===== src/rtl/lcd_write_arbiter.sv =====
// rtl/lcd_write_arbiter.sv - two-port round-robin arbiter driving a 4-bit HD44780-style LCD write cycle
`timescale 1ns/1ps
module lcd_write_arbiter #(
    parameter int T_SU  = 2,
    parameter int T_E   = 12,
    parameter int T_HD  = 2,
    parameter int T_GAP = 50,
    parameter int T_CMD = 2000,
    parameter int T_CLR = 82000
) (
    input  logic       clk,
    input  logic       rst_n,
    input  logic       en,
    input  logic       valid0,
    input  logic       rs0,
    input  logic [7:0] data0,
    output logic       ack0,
    input  logic       valid1,
    input  logic       rs1,
    input  logic [7:0] data1,
    output logic       ack1,
    output logic [3:0] dataout,
    output logic [2:0] control,
    output logic       busy,
    output logic       done
);
    typedef enum logic [3:0] {IDLE, SU_H, E_H, HD_H, GAP, SU_L, E_L, HD_L, WAIT} state_t;

    localparam int CW = 17;
    localparam logic [CW-1:0] LD_SU  = CW'(T_SU - 1);
    localparam logic [CW-1:0] LD_E   = CW'(T_E - 1);
    localparam logic [CW-1:0] LD_HD  = CW'(T_HD - 1);
    localparam logic [CW-1:0] LD_GAP = CW'(T_GAP - 1);
    localparam logic [CW-1:0] LD_CMD = CW'(T_CMD - 1);
    localparam logic [CW-1:0] LD_CLR = CW'(T_CLR - 1);

    state_t        state_q;
    logic [CW-1:0] cnt_q;
    logic          rs_q;
    logic [7:0]    byte_q;
    logic          last_q;
    logic          pick1;
    logic          cnt_zero;
    logic          slow_cmd;

    // With both requesting, the port that did not win last time gets the grant.
    assign pick1    = (valid0 && valid1) ? ~last_q : ~valid0;
    assign cnt_zero = (cnt_q == '0);
    assign slow_cmd = !rs_q && (byte_q == 8'h01 || byte_q == 8'h02 || byte_q == 8'h03);

    always_ff @(posedge clk or negedge rst_n) begin
        if (!rst_n) begin
            state_q <= IDLE;
            cnt_q   <= '0;
            rs_q    <= 1'b0;
            byte_q  <= 8'h00;
            last_q  <= 1'b1;
            ack0    <= 1'b0;
            ack1    <= 1'b0;
            busy    <= 1'b0;
            done    <= 1'b0;
            dataout <= 4'h0;
            control <= 3'b000;
        end else begin
            ack0 <= 1'b0;
            ack1 <= 1'b0;
            done <= 1'b0;
            case (state_q)
                IDLE: begin
                    if (en && (valid0 || valid1)) begin
                        state_q <= SU_H;
                        cnt_q   <= LD_SU;
                        last_q  <= pick1;
                        rs_q    <= pick1 ? rs1 : rs0;
                        byte_q  <= pick1 ? data1 : data0;
                        ack0    <= ~pick1;
                        ack1    <= pick1;
                        busy    <= 1'b1;
                        dataout <= pick1 ? data1[7:4] : data0[7:4];
                        control <= {1'b0, pick1 ? rs1 : rs0, 1'b0};
                    end
                end
                SU_H, SU_L: begin
                    if (cnt_zero) begin
                        state_q <= (state_q == SU_H) ? E_H : E_L;
                        cnt_q   <= LD_E;
                        control <= {1'b1, rs_q, 1'b0};
                    end else begin
                        cnt_q <= cnt_q - 17'd1;
                    end
                end
                E_H, E_L: begin
                    if (cnt_zero) begin
                        state_q <= (state_q == E_H) ? HD_H : HD_L;
                        cnt_q   <= LD_HD;
                        control <= {1'b0, rs_q, 1'b0};
                    end else begin
                        cnt_q <= cnt_q - 17'd1;
                    end
                end
                HD_H: begin
                    if (cnt_zero) begin
                        state_q <= GAP;
                        cnt_q   <= LD_GAP;
                        control <= 3'b000;
                    end else begin
                        cnt_q <= cnt_q - 17'd1;
                    end
                end
                GAP: begin
                    if (cnt_zero) begin
                        state_q <= SU_L;
                        cnt_q   <= LD_SU;
                        dataout <= byte_q[3:0];
                        control <= {1'b0, rs_q, 1'b0};
                    end else begin
                        cnt_q <= cnt_q - 17'd1;
                    end
                end
                HD_L: begin
                    if (cnt_zero) begin
                        state_q <= WAIT;
                        cnt_q   <= slow_cmd ? LD_CLR : LD_CMD;
                        control <= 3'b000;
                    end else begin
                        cnt_q <= cnt_q - 17'd1;
                    end
                end
                WAIT: begin
                    if (cnt_zero) begin
                        state_q <= IDLE;
                        busy    <= 1'b0;
                        done    <= 1'b1;
                    end else begin
                        cnt_q <= cnt_q - 17'd1;
                    end
                end
                default: begin
                    state_q <= IDLE;
                    cnt_q   <= '0;
                    busy    <= 1'b0;
                    control <= 3'b000;
                end
            endcase
        end
    end
endmodule


===== config.mk =====
export PLATFORM = sky130hd
export DESIGN_NAME = lcd_write_arbiter
export DESIGN_NICKNAME = d
export VERILOG_FILES = /design/src/rtl/lcd_write_arbiter.sv
export SDC_FILE = /design/constraint.sdc
export NUM_CORES = 1
export LEC_CHECK = 0
export CORE_MARGIN = 4
export CORE_UTILIZATION = 45
export DETAILED_ROUTE_END_ITERATION = 10
export GPL_TIMING_DRIVEN = 0
export PLACE_DENSITY = 0.66
export SETUP_SLACK_MARGIN = 0.2
export SLEW_MARGIN = 20
export SYNTH_ARGS = -nofsm -noshare
export SYNTH_HDL_FRONTEND = slang
export SYNTH_SLANG_ARGS = --single-unit

===== constraint.sdc =====
create_clock -name clk -period 3.2 [get_ports clk]
set_input_delay 0.96 -clock clk [delete_from_list [all_inputs] [get_ports clk]]
set_output_delay 0.96 -clock clk [all_outputs]
set_load 0.05 [all_outputs]

==> results.ini, run 1 <==
[outcome]
status = completed

[synthesis]
ys_ff_latch = 41
synthAdderAreaFrac_pct = 0.5336
synth_compound_gate_area_share_pct = 22.63
yosys_warnings = 0
synthFlopType = dfrtp_1
ys_seq_area_share_pct = 43.81
synth_cell_type_count = 56
syn_nets = 276
synth_simple_gate_area_share_pct = 23.00
mappedNetlistArea_um2 = 2345
synth_area_per_cell_um2 = 9.305
synthMuxAreaShare_pct = 4.376
synthXorXnorAreaFrac_pct = 1.868
synth_top_family_by_area = simple AND/OR/NAND/NOR gates
synthArstFlopShare_pct = 100.0
syn_inst = 252
synth_edf_count = 0

[layout]
layout-drive-gt1-share_pct = 10.92
mostFrequentLayoutCell = dfrtp_1
n_antenna_cell = 0
multi_input_area_um2 = 1235
synthToLayoutAreaGrowth_pct = 22.73
fin_util_pct = 56.71
nNetsFinal = 316
ff_latch_area_um2 = 1027
final_cell_mix = dfrtp_1 (40), clkdlybuf4s50_1 (31), nor2_1 (25), nand2_1 (18)
num-fill-cells = 486

[floorplanning]
start_util_pct = 46.20
die_area_um2 = 6430
ios = 34
die_x_um = 80.19
die_y_um = 80.19
coreArea_um2 = 5075
rows = 26

[timing]
slew_viol_final = 0
setup_violations = 0
finalWorstPathRequiredPeriod_ns = 2.723
fin_crit_sh_pct = 85.11
slew_headroom_pct = 53.66
rsz0062_at_grt = false
finalHoldViolCount = 0
fin_tns_setup_ns = 0
fmax_ghz = 0.3672
tightest_slew_ns = 0.6892
fin_skew_ns = 0.004369

[drt]
first_iter_violations = 215
vias = 2080
vias_per_cell = 5.730
ant_nets = 0
drcViolationCount = 0
finalWirelength_um = 5763
post_drt_wl_per_cell_um = 15.88
firstDrtPassIters = 4

[grt]
grt_pass1_vias = 2020
grt.total_usage_pct = 19.61
antenna_found_initial = 0
grt_max_degree = 27
grt_pass1_wl_um = 9694
grt.overflow.total = 0

[clock_network]
ctsHtreeMaxLevel = 2
postCtsHoldBufs = 0
clk_latency_ns = 0.29
cts.path.max_buffers = 2
cts_tree = built
cts_resized = 0
clkSlewWorstSetupHoldPaths_ns = 0.08
cts_buffers = 5
postCtsSetupBuffers = 0
clkSinkCount = 41
cts_root_buf = clkbuf_8

[critical_path]
critPathArrivalTime_ns = 2.92
r2r_slack_ns = 0.48
startpoint_type = register
critPathKind = reg -> reg
required_ns = 3.39
cp-end-kind = register
cp_max_fo = 8

[placed_design]
io_buffers = 32
hpwl_um = 4276
routabilityCongestion = 0.8967

[power_and_ir_drop]
pwr_density_cell_nw_per_um2 = 979.5
leakagePower_uw = 0.001209
vdd_ir_drop_max_uv = 634.1

[flow_run]
drv_cap = 0

[worst_hold_path]
hold_class = reg -> reg

==> per-stage QoR <==
step / instances / hold slack (ns) / instance area (µm²) / power [µW] / worst slack [ns]
after global placement: 354 / 0.4639 / 2753 / 2385 / 0.08565
after detailed placement: 355 / 0.4678 / 2768 / 2404 / 0.3133
after global routing: 363 / 0.4930 / 2878 / 3046 / 0.2809
final: 363 / 0.4823 / 2878 / 2819 / 0.4766
after CTS: 363 / 0.4857 / 2875 / 2835 / 0.3975
after floorplan: 252 / 0.4640 / 2345 / 2004 / 0.8174
==> cells in the mapped netlist, types with 2 or more instances <==
master / instances / area share [%]
nor2_1: 25 / 4.0
nor4_1: 5 / 1.3
inv_1: 7 / 1.1
o21ai_0: 13 / 2.8
or3_1: 4 / 1.1
nor3_4: 2 / 1.4
a22oi_1: 2 / 0.64
dfrtp_1: 40 / 43
nor3_1: 9 / 1.9
and2_1: 3 / 0.80
o22a_1: 2 / 0.75
buf_4: 2 / 0.64
buf_2: 2 / 0.43
o21a_1: 4 / 1.3
o221a_2: 4 / 1.9
or2_2: 2 / 0.53
o211ai_1: 5 / 1.6
mux2_2: 2 / 0.96
nand2_1: 19 / 3.0
nor2b_1: 4 / 1.1
nand2b_1: 3 / 0.80
mux2i_1: 8 / 3.4
a211oi_1: 3 / 0.96
clkbuf_1: 9 / 1.4
a31oi_1: 3 / 0.80
o31ai_1: 5 / 1.6
a21oi_1: 13 / 2.8
or4_1: 6 / 1.9
a21o_1: 4 / 1.3
a221o_1: 2 / 0.85
nand3_1: 10 / 2.1
xor2_1: 3 / 1.1
o31a_1: 3 / 1.1
xnor2_1: 2 / 0.75
==> path summary, 6_finish.rpt <==
check / start / cells past startpoint / to
min in group asynchronous: rst_n / 1 / state_q[3]$_DFFE_PN0P_
worst min register to register: busy$_DFFE_PN0P_ / 1 / busy$_DFFE_PN0P_
max in group asynchronous: rst_n / 2 / last_q$_DFFE_PN1P_
worst min-delay path: busy$_DFFE_PN0P_ / 1 / busy$_DFFE_PN0P_
worst max-delay path: cnt_q[0]$_DFFE_PN0P_ / 8 / cnt_q[10]$_DFFE_PN0P_
worst max register to register: cnt_q[0]$_DFFE_PN0P_ / 8 / cnt_q[10]$_DFFE_PN0P_
==> sequential cells by signal, indices dropped and copies added, names as in the netlist <==
name / cells
ack0: 1
last_q: 1
busy: 1
dataout: 4
cnt_q: 17
rs_q: 1
done: 1
state_q: 4
control: 2
byte_q: 8
ack1: 1
==> kinds of logic after synthesis <==
group | after synthesis
muxes | 10
adders and majority gates | 1
xor gates and xnor gates | 5
and+or+nand+nor | 100
other | 1
buffers and inverters | 20
DFF | 41
AOI/OAI and AO/OA | 74
==> power by group <==
part	internal, µW	total, µW	switching, µW
sequential	725	902	177
clock	232	412	180
combinational	598	1510	907
==> metal layers <==
layer,vias up,wire [µm],global-route usage (%)
li1,1023,-,-
met1,987,2640,24.66
met2,62,2770,32.45
met3,8,282,4.484
met4,0,70,7.770
met5,-,0,0
==> critical path: stages (launching register included) <==
cell,delay [ns]
dfrtp_1,0.44
inv_1,0.08
ha_1,0.21
or3b_2,0.54
nor3_4,0.32
a211oi_1,0.20
a211oi_2,0.45
o21ai_0,0.17
a21o_1,0.21
==> cell type report <==
cell class,instances,share of cell area (%)
Multi-Input combinational cell,191,42.91
Inverter,7,0.9130
Clock buffer,6,2.522
Tap cell,70,3.043
Buffer,13,2.043
Clock inverter,2,1.217
Timing Repair Buffer,33,11.65
Sequential cell,41,35.70
Power figures use the tool's default switching activity.
==> run 2: changes to the inputs <==
Settings changed: RECOVER_POWER set to 50.
==> run 2 against run 1 <==
Count of clock-buffer cells in the layout unchanged. Power decreased by 0.66%. Sequential power about the same. Non-clock buffer count unchanged.
==> results.ini, run 2 (same netlist as run 1, synthesis figures left out) <==
[critical_path]
critPathArrivalTime_ns = 2.87  ; -0.05 ns
required_ns = 3.40  ; about the same
startpoint_type = primary input
reg2reg_depth = 8  ; unchanged
critPathKind = in -> reg
cp-end-kind = register
cp_max_fo = 10  ; +2

[clock_network]
cts_tree = built
cts_buffers = 5  ; unchanged
clkSlewWorstSetupHoldPaths_ns = 0.08  ; about the same
postCtsSetupBuffers = 0  ; unchanged
ctsHtreeMaxLevel = 2  ; unchanged
clkSinkCount = 41  ; unchanged
cts_root_buf = clkbuf_8
cts.path.max_buffers = 2  ; unchanged
clk_latency_ns = 0.29  ; about the same

[power_and_ir_drop]
pwr_density_cell_nw_per_um2 = 981.6  ; +0.21%
leakagePower_uw = 0.001197  ; -0.94%
vdd_ir_drop_max_uv = 633.6  ; about the same

[floorplanning]
die_area_um2 = 6430  ; unchanged
die_x_um = 80.19  ; unchanged
die_y_um = 80.19  ; unchanged
ios = 34  ; unchanged
start_util_pct = 46.20  ; unchanged
coreArea_um2 = 5075  ; unchanged
rows = 26  ; unchanged

[layout]
largest_register_ffs = 17  ; unchanged
top_register = cnt_q
layout-drive-gt1-share_pct = 9.898  ; -1.0 points
nNetsFinal = 316  ; unchanged
final_area_um2 = 2853  ; -0.87%
fin_util_pct = 56.21  ; -0.49 points
mostFrequentLayoutCell = dfrtp_1
n_antenna_cell = 0  ; unchanged
synthToLayoutAreaGrowth_pct = 21.67
top_regs = cnt_q (17), byte_q (8)
final_cell_mix = dfrtp_1 (40), clkdlybuf4s50_1 (28), nor2_1 (25), nand2_1 (19)

[drt]
firstDrtPassIters = 5  ; +1
met2_length_um = 2758  ; -0.43%
dr.max_layer_used = met4
vias_per_cell = 5.702  ; -0.48%
post_drt_wl_per_cell_um = 15.74  ; -0.83%
drcViolationCount = 0  ; unchanged
first_iter_violations = 206  ; -4.2%
dr_wl_met3_um = 270  ; -4.3%
ant_nets = 0  ; unchanged
wl_met1_um = 2633  ; -0.27%
finalWirelength_um = 5715  ; -0.83%
vias = 2070  ; -0.48%

[placed_design]
routabilityCongestion = 0.8967  ; unchanged
hpwl_um = 4276  ; unchanged
io_buffers = 32  ; unchanged
dpl-instance-area_um2 = 2768  ; unchanged
dp_slack_ns = 0.3133  ; unchanged

[timing]
slew_headroom_pct = 8.554  ; -45 points
finalHoldViolCount = 0  ; unchanged
tightest_slew_ns = 1.372  ; +0.6824 ns
slew_viol_final = 0  ; unchanged
setup_violations = 0  ; unchanged
rsz0062_at_grt = false
finalWorstPathRequiredPeriod_ns = 2.670  ; -0.05308 ns
fin_tns_setup_ns = 0  ; unchanged
fmax_ghz = 0.3745  ; +2.0%
fin_crit_sh_pct = 83.45  ; -1.7 points
fin_skew_ns = 0.004178  ; -0.0001908 ns
setup_ws_ns = 0.5296  ; +0.05308 ns
fin_hold_ws_ns = 0.4822  ; -0.00007500 ns

[grt]
antenna_found_initial = 0  ; unchanged
grt_max_degree = 27  ; unchanged
grt_pass1_wl_um = 9694  ; unchanged
grt.total_usage_pct = 19.61  ; unchanged
grt_pass1_vias = 2020  ; unchanged
grt.overflow.total = 0  ; unchanged

[flow_run]
drv_cap = 0  ; unchanged

[outcome]
status = completed

[worst_hold_path]
min_path_cells = 1  ; unchanged
hold_class = reg -> reg

[run 2: changes by cell type in the layout (fill, tap and decap cells not counted), sizes merged]
cell           before  now
clkdlybuf4s50      31   28
dlygate4sd3         0    3
clkbuf             15   17
buf                 6    4
[run 2: layout make-up]
| type | instances | area [µm²] |
|---|---|---|
| repair buffers | 33 | 317.8 |
| inverters | 7 | 26.28 |
| flip-flops and latches | 41 | 1027 |
| clock inverters | 2 | 35.03 |
| multi-input cells | 191 | 1227 |
| fillers | 491 | 2222 |
| clock buffers | 6 | 72.57 |
| well taps | 70 | 87.58 |
| plain buffers | 13 | 58.81 |
[run 2: metrics by stage]
stage,power (µW),cells
6_report,2800,363
5_1_grt,3031,363
3_5_place_dp,2404,355
3_3_place_gp,2385,354
4_1_cts,2835,363
2_1_floorplan,2004,252
[run 2: metal layers]
metal	up-vias	GRT usage [%]
li1	1020	-
met2	65	32.45
met3	6	4.484
met1	979	24.66
met4	0	7.770
met5	-	0
[run 2: power breakdown]
part | total (µW) | internal [µW] | switching [µW]
Clock | 411 | 232 | 180
Combinational | 1490 | 593 | 895
Sequential | 900 | 725 | 176
Total | 2800 | 1550 | 1250
[run 2: path summary, 6_finish.rpt]
| kind | from | to | slack (ns) |
|---|---|---|---|
| max | valid1 | cnt_q[14]$_DFFE_PN0P_ | 0.53 |
| min | busy$_DFFE_PN0P_ | busy$_DFFE_PN0P_ | 0.48 |
| max reg2reg | cnt_q[0]$_DFFE_PN0P_ | control[2]$_DFFE_PN0P_ | 0.54 |
| min reg2reg | busy$_DFFE_PN0P_ | busy$_DFFE_PN0P_ | 0.48 |
| max in group asynchronous | rst_n | control[1]$_DFFE_PN0P_ | 0.69 |
| min in group asynchronous | rst_n | state_q[3]$_DFFE_PN0P_ | 0.76 |
[run 2: what timing repair did]
item                       CTS  global route
hold buffers                 0             0
hold endpoints to repair     0             0
setup endpoints to repair    0             1
gates resized for setup      0             1
[run 2: critical path, stage by stage]
cell           delay, ns
dlygate4sd3_1       0.55
o21ai_0             0.32
nand2_1             0.28
nand2_2             0.24
buf_4               0.22
o31ai_1             0.08
o21ai_0             0.21
==> run 3: changes to the inputs <==
Settings changed: PLACE_DENSITY 0.66 to 0.69.
Clock period 3.2 ns to 2.33 ns, I/O delays scaled along.
==> run 3 against run 2 <==
Die area stayed put. Sequential cell count unchanged. Cell area increased by 20%. Clock power grew 45%. Global-route usage up 2.2 points. Combinational power rose by 110%. Register-to-register slack got worse by 0.54 ns. Sequential share of layout area is 5.9 points lower. Critical endpoint is now cnt_q[7]$_DFFE_PN0P_. Largest cell class unchanged.
==> results.ini, run 3 (same netlist as run 1, synthesis figures left out) <==
[outcome]
status = completed

[timing]
setup_ws_ns = 0.0004772  ; -0.5292 ns
finalHoldViolCount = 0  ; unchanged
fin_skew_ns = 0.007301  ; +0.003123 ns
slew_viol_final = 0  ; unchanged
fmax_ghz = 0.4293
fin_crit_sh_pct = 99.98
rsz0062_at_grt = true
finalWorstPathRequiredPeriod_ns = 2.330
slew_headroom_pct = 49.75  ; +41 points
tightest_slew_ns = 0.7537  ; -0.6180 ns
setup_violations = 0  ; unchanged

[placed_design]
dp_slack_ns = -0.2846  ; -0.5979 ns
routabilityCongestion = 0.8762  ; -2.3%
hpwl_um = 4343  ; +1.6%
io_buffers = 32  ; unchanged
dpl-instance-area_um2 = 2796  ; +1.0%

[floorplanning]
die_y_um = 80.19  ; unchanged
coreArea_um2 = 5075  ; unchanged
start_util_pct = 46.20  ; unchanged
ios = 34  ; unchanged
rows = 26  ; unchanged
die_x_um = 80.19  ; unchanged
die_area_um2 = 6430  ; unchanged

[drt]
finalWirelength_um = 6944  ; +22%
ant_nets = 0  ; unchanged
vias = 2365  ; +14%
firstDrtPassIters = 5  ; unchanged
drcViolationCount = 0  ; unchanged
post_drt_wl_per_cell_um = 17.40  ; +11%
vias_per_cell = 5.927  ; +3.9%
first_iter_violations = 192  ; -6.8%

[critical_path]
critPathKind = reg -> reg
reg2reg_depth = 9  ; +1
r2r_slack_ns = 0.0005  ; -0.54 ns
cp-end-kind = register
max_stage_delay_ns = 0.50  ; -0.05 ns
cp_max_fo = 7  ; -3
required_ns = 2.51  ; -0.89 ns
rr_endpoint = cnt_q[7]$_DFFE_PN0P_
r2r_start = cnt_q[7]$_DFFE_PN0P_
slowest_stage = or3_1
crit_path_cell_trace = or3_1 -> nor3_4 -> buf_4 -> buf_6 -> a211oi_4 -> a211oi_4 -> buf_6 -> a31oi_1 -> o22a_1
critPathArrivalTime_ns = 2.51  ; -0.36 ns
startpoint_type = register

[clock_network]
cts_buffers = 5  ; unchanged
postCtsHoldBufs = 0  ; unchanged
cts.path.max_buffers = 2  ; unchanged
ctsHtreeMaxLevel = 2  ; unchanged
cts_root_buf = clkbuf_8
clkSinkCount = 41  ; unchanged
cts_tree = built
clk_latency_ns = 0.29  ; about the same
clkSlewWorstSetupHoldPaths_ns = 0.08  ; about the same

[layout]
fin_util_pct = 67.23  ; +11 points
largest_register_ffs = 17  ; unchanged
n_antenna_cell = 0  ; unchanged
top_regs = cnt_q (17), byte_q (8)
layout-drive-gt1-share_pct = 33.13  ; +23 points
nNetsFinal = 352  ; +11%
top_register = cnt_q
final_area_um2 = 3412  ; +20%
final_cell_mix = dfrtp_1 (39), buf_4 (30), clkdlybuf4s50_1 (22), nor2_1 (21), nand2_1 (16)
mostFrequentLayoutCell = dfrtp_1
synthToLayoutAreaGrowth_pct = 45.52

[grt]
grt.overflow.total = 0  ; unchanged
grt.total_usage_pct = 21.83  ; +2.2 points
grt_max_degree = 31  ; +15%
antenna_found_initial = 0  ; unchanged
grt_pass1_wl_um = 10770  ; +11%
grt_pass1_vias = 2230  ; +10%

[power_and_ir_drop]
leakagePower_uw = 0.001476  ; +23%
pwr_density_cell_nw_per_um2 = 1458  ; +49%
vdd_ir_drop_max_uv = 693.6  ; +9.5%

[flow_run]
drv_cap = 0  ; unchanged

[worst_hold_path]
hold_class = in -> async

-- run 3: cell count changes in the layout (fill, tap and decap cells not counted), moves of 6 or more --
cell / change
clkdlybuf4s50_1: -6
buf_6: +8
buf_4: +28
o21ai_0: -7
clkbuf_1: -6
dlygate4sd2_1: +8
-- run 3: power by group --
part	leakage (µW)	switching [µW]	internal [µW]
clock network	0.0000585	244	349
logic	0.000914	1710	1430
registers	0.000504	238	996
total	0.00148	2200	2780
-- run 3: worst max path at each step --
stage                           from                endpoint  slack [ns]  cells past startpoint
3_5_place_dp                  valid1  dataout[0]$_DFFE_PN0P_       -0.28                      6
6_report        cnt_q[7]$_DFFE_PN0P_    cnt_q[7]$_DFFE_PN0P_      0.0005                      9
4_1_cts        cnt_q[11]$_DFFE_PN0P_   cnt_q[10]$_DFFE_PN0P_        0.02                      8
3_3_place_gp                   rst_n   cnt_q[13]$_DFFE_PN0P_       -0.56                      1
2_1_floorplan   cnt_q[0]$_DFFE_PN0P_    cnt_q[7]$_DFFE_PN0P_        0.07                      8
5_1_grt         cnt_q[0]$_DFFE_PN0P_    cnt_q[6]$_DFFE_PN0P_       -0.06                     10
-- run 3: layout make-up --
class	count	area [µm²]
plain buffers	13	83.83
clock buffers	7	86.33
flip-flops and latches	41	1028
multi-input cells	191	1449
well taps	70	87.58
repair buffers	69	620.6
inverters	7	26.28
clock inverters	1	30.03
fillers	420	1663
-- run 3: what timing repair did --
item | in CTS | in global routing
buffers inserted | 26 | 10
gates resized for setup | 39 | 34
pin swaps | 16 | 17
endpoints found under the hold margin | 0 | 0
endpoints found under the setup margin | 47 | 40
-- run 3: metrics by stage --
step	std cells	total power, µW	hold slack [ns]	TNS [ns]
detailed placement	355	3386	0.4809	-6.101
CTS	389	4506	0.3109	0
finish	399	4974	0.4435	0
global placement	354	3358	0.4735	-27.88
global route	399	5271	0.4862	-0.2842
floorplan	252	2819	0.4034	0
-- run 3: worst max-delay path: cells and delay by family (launching register included) --
kind            cells  cell delay, ns
compound gates      4            0.55
buf+inv             3            0.44
flops               1            0.46
simple gates        2            0.78
-- run 3: metal layers --
metal	vias to the layer above	routed length [µm]	GRT usage, %
met5	-	0	0
met4	0	187	10.30
met3	29	413	3.587
met2	114	3298	33.86
met1	1136	3044	29.62
li1	1086	-	-
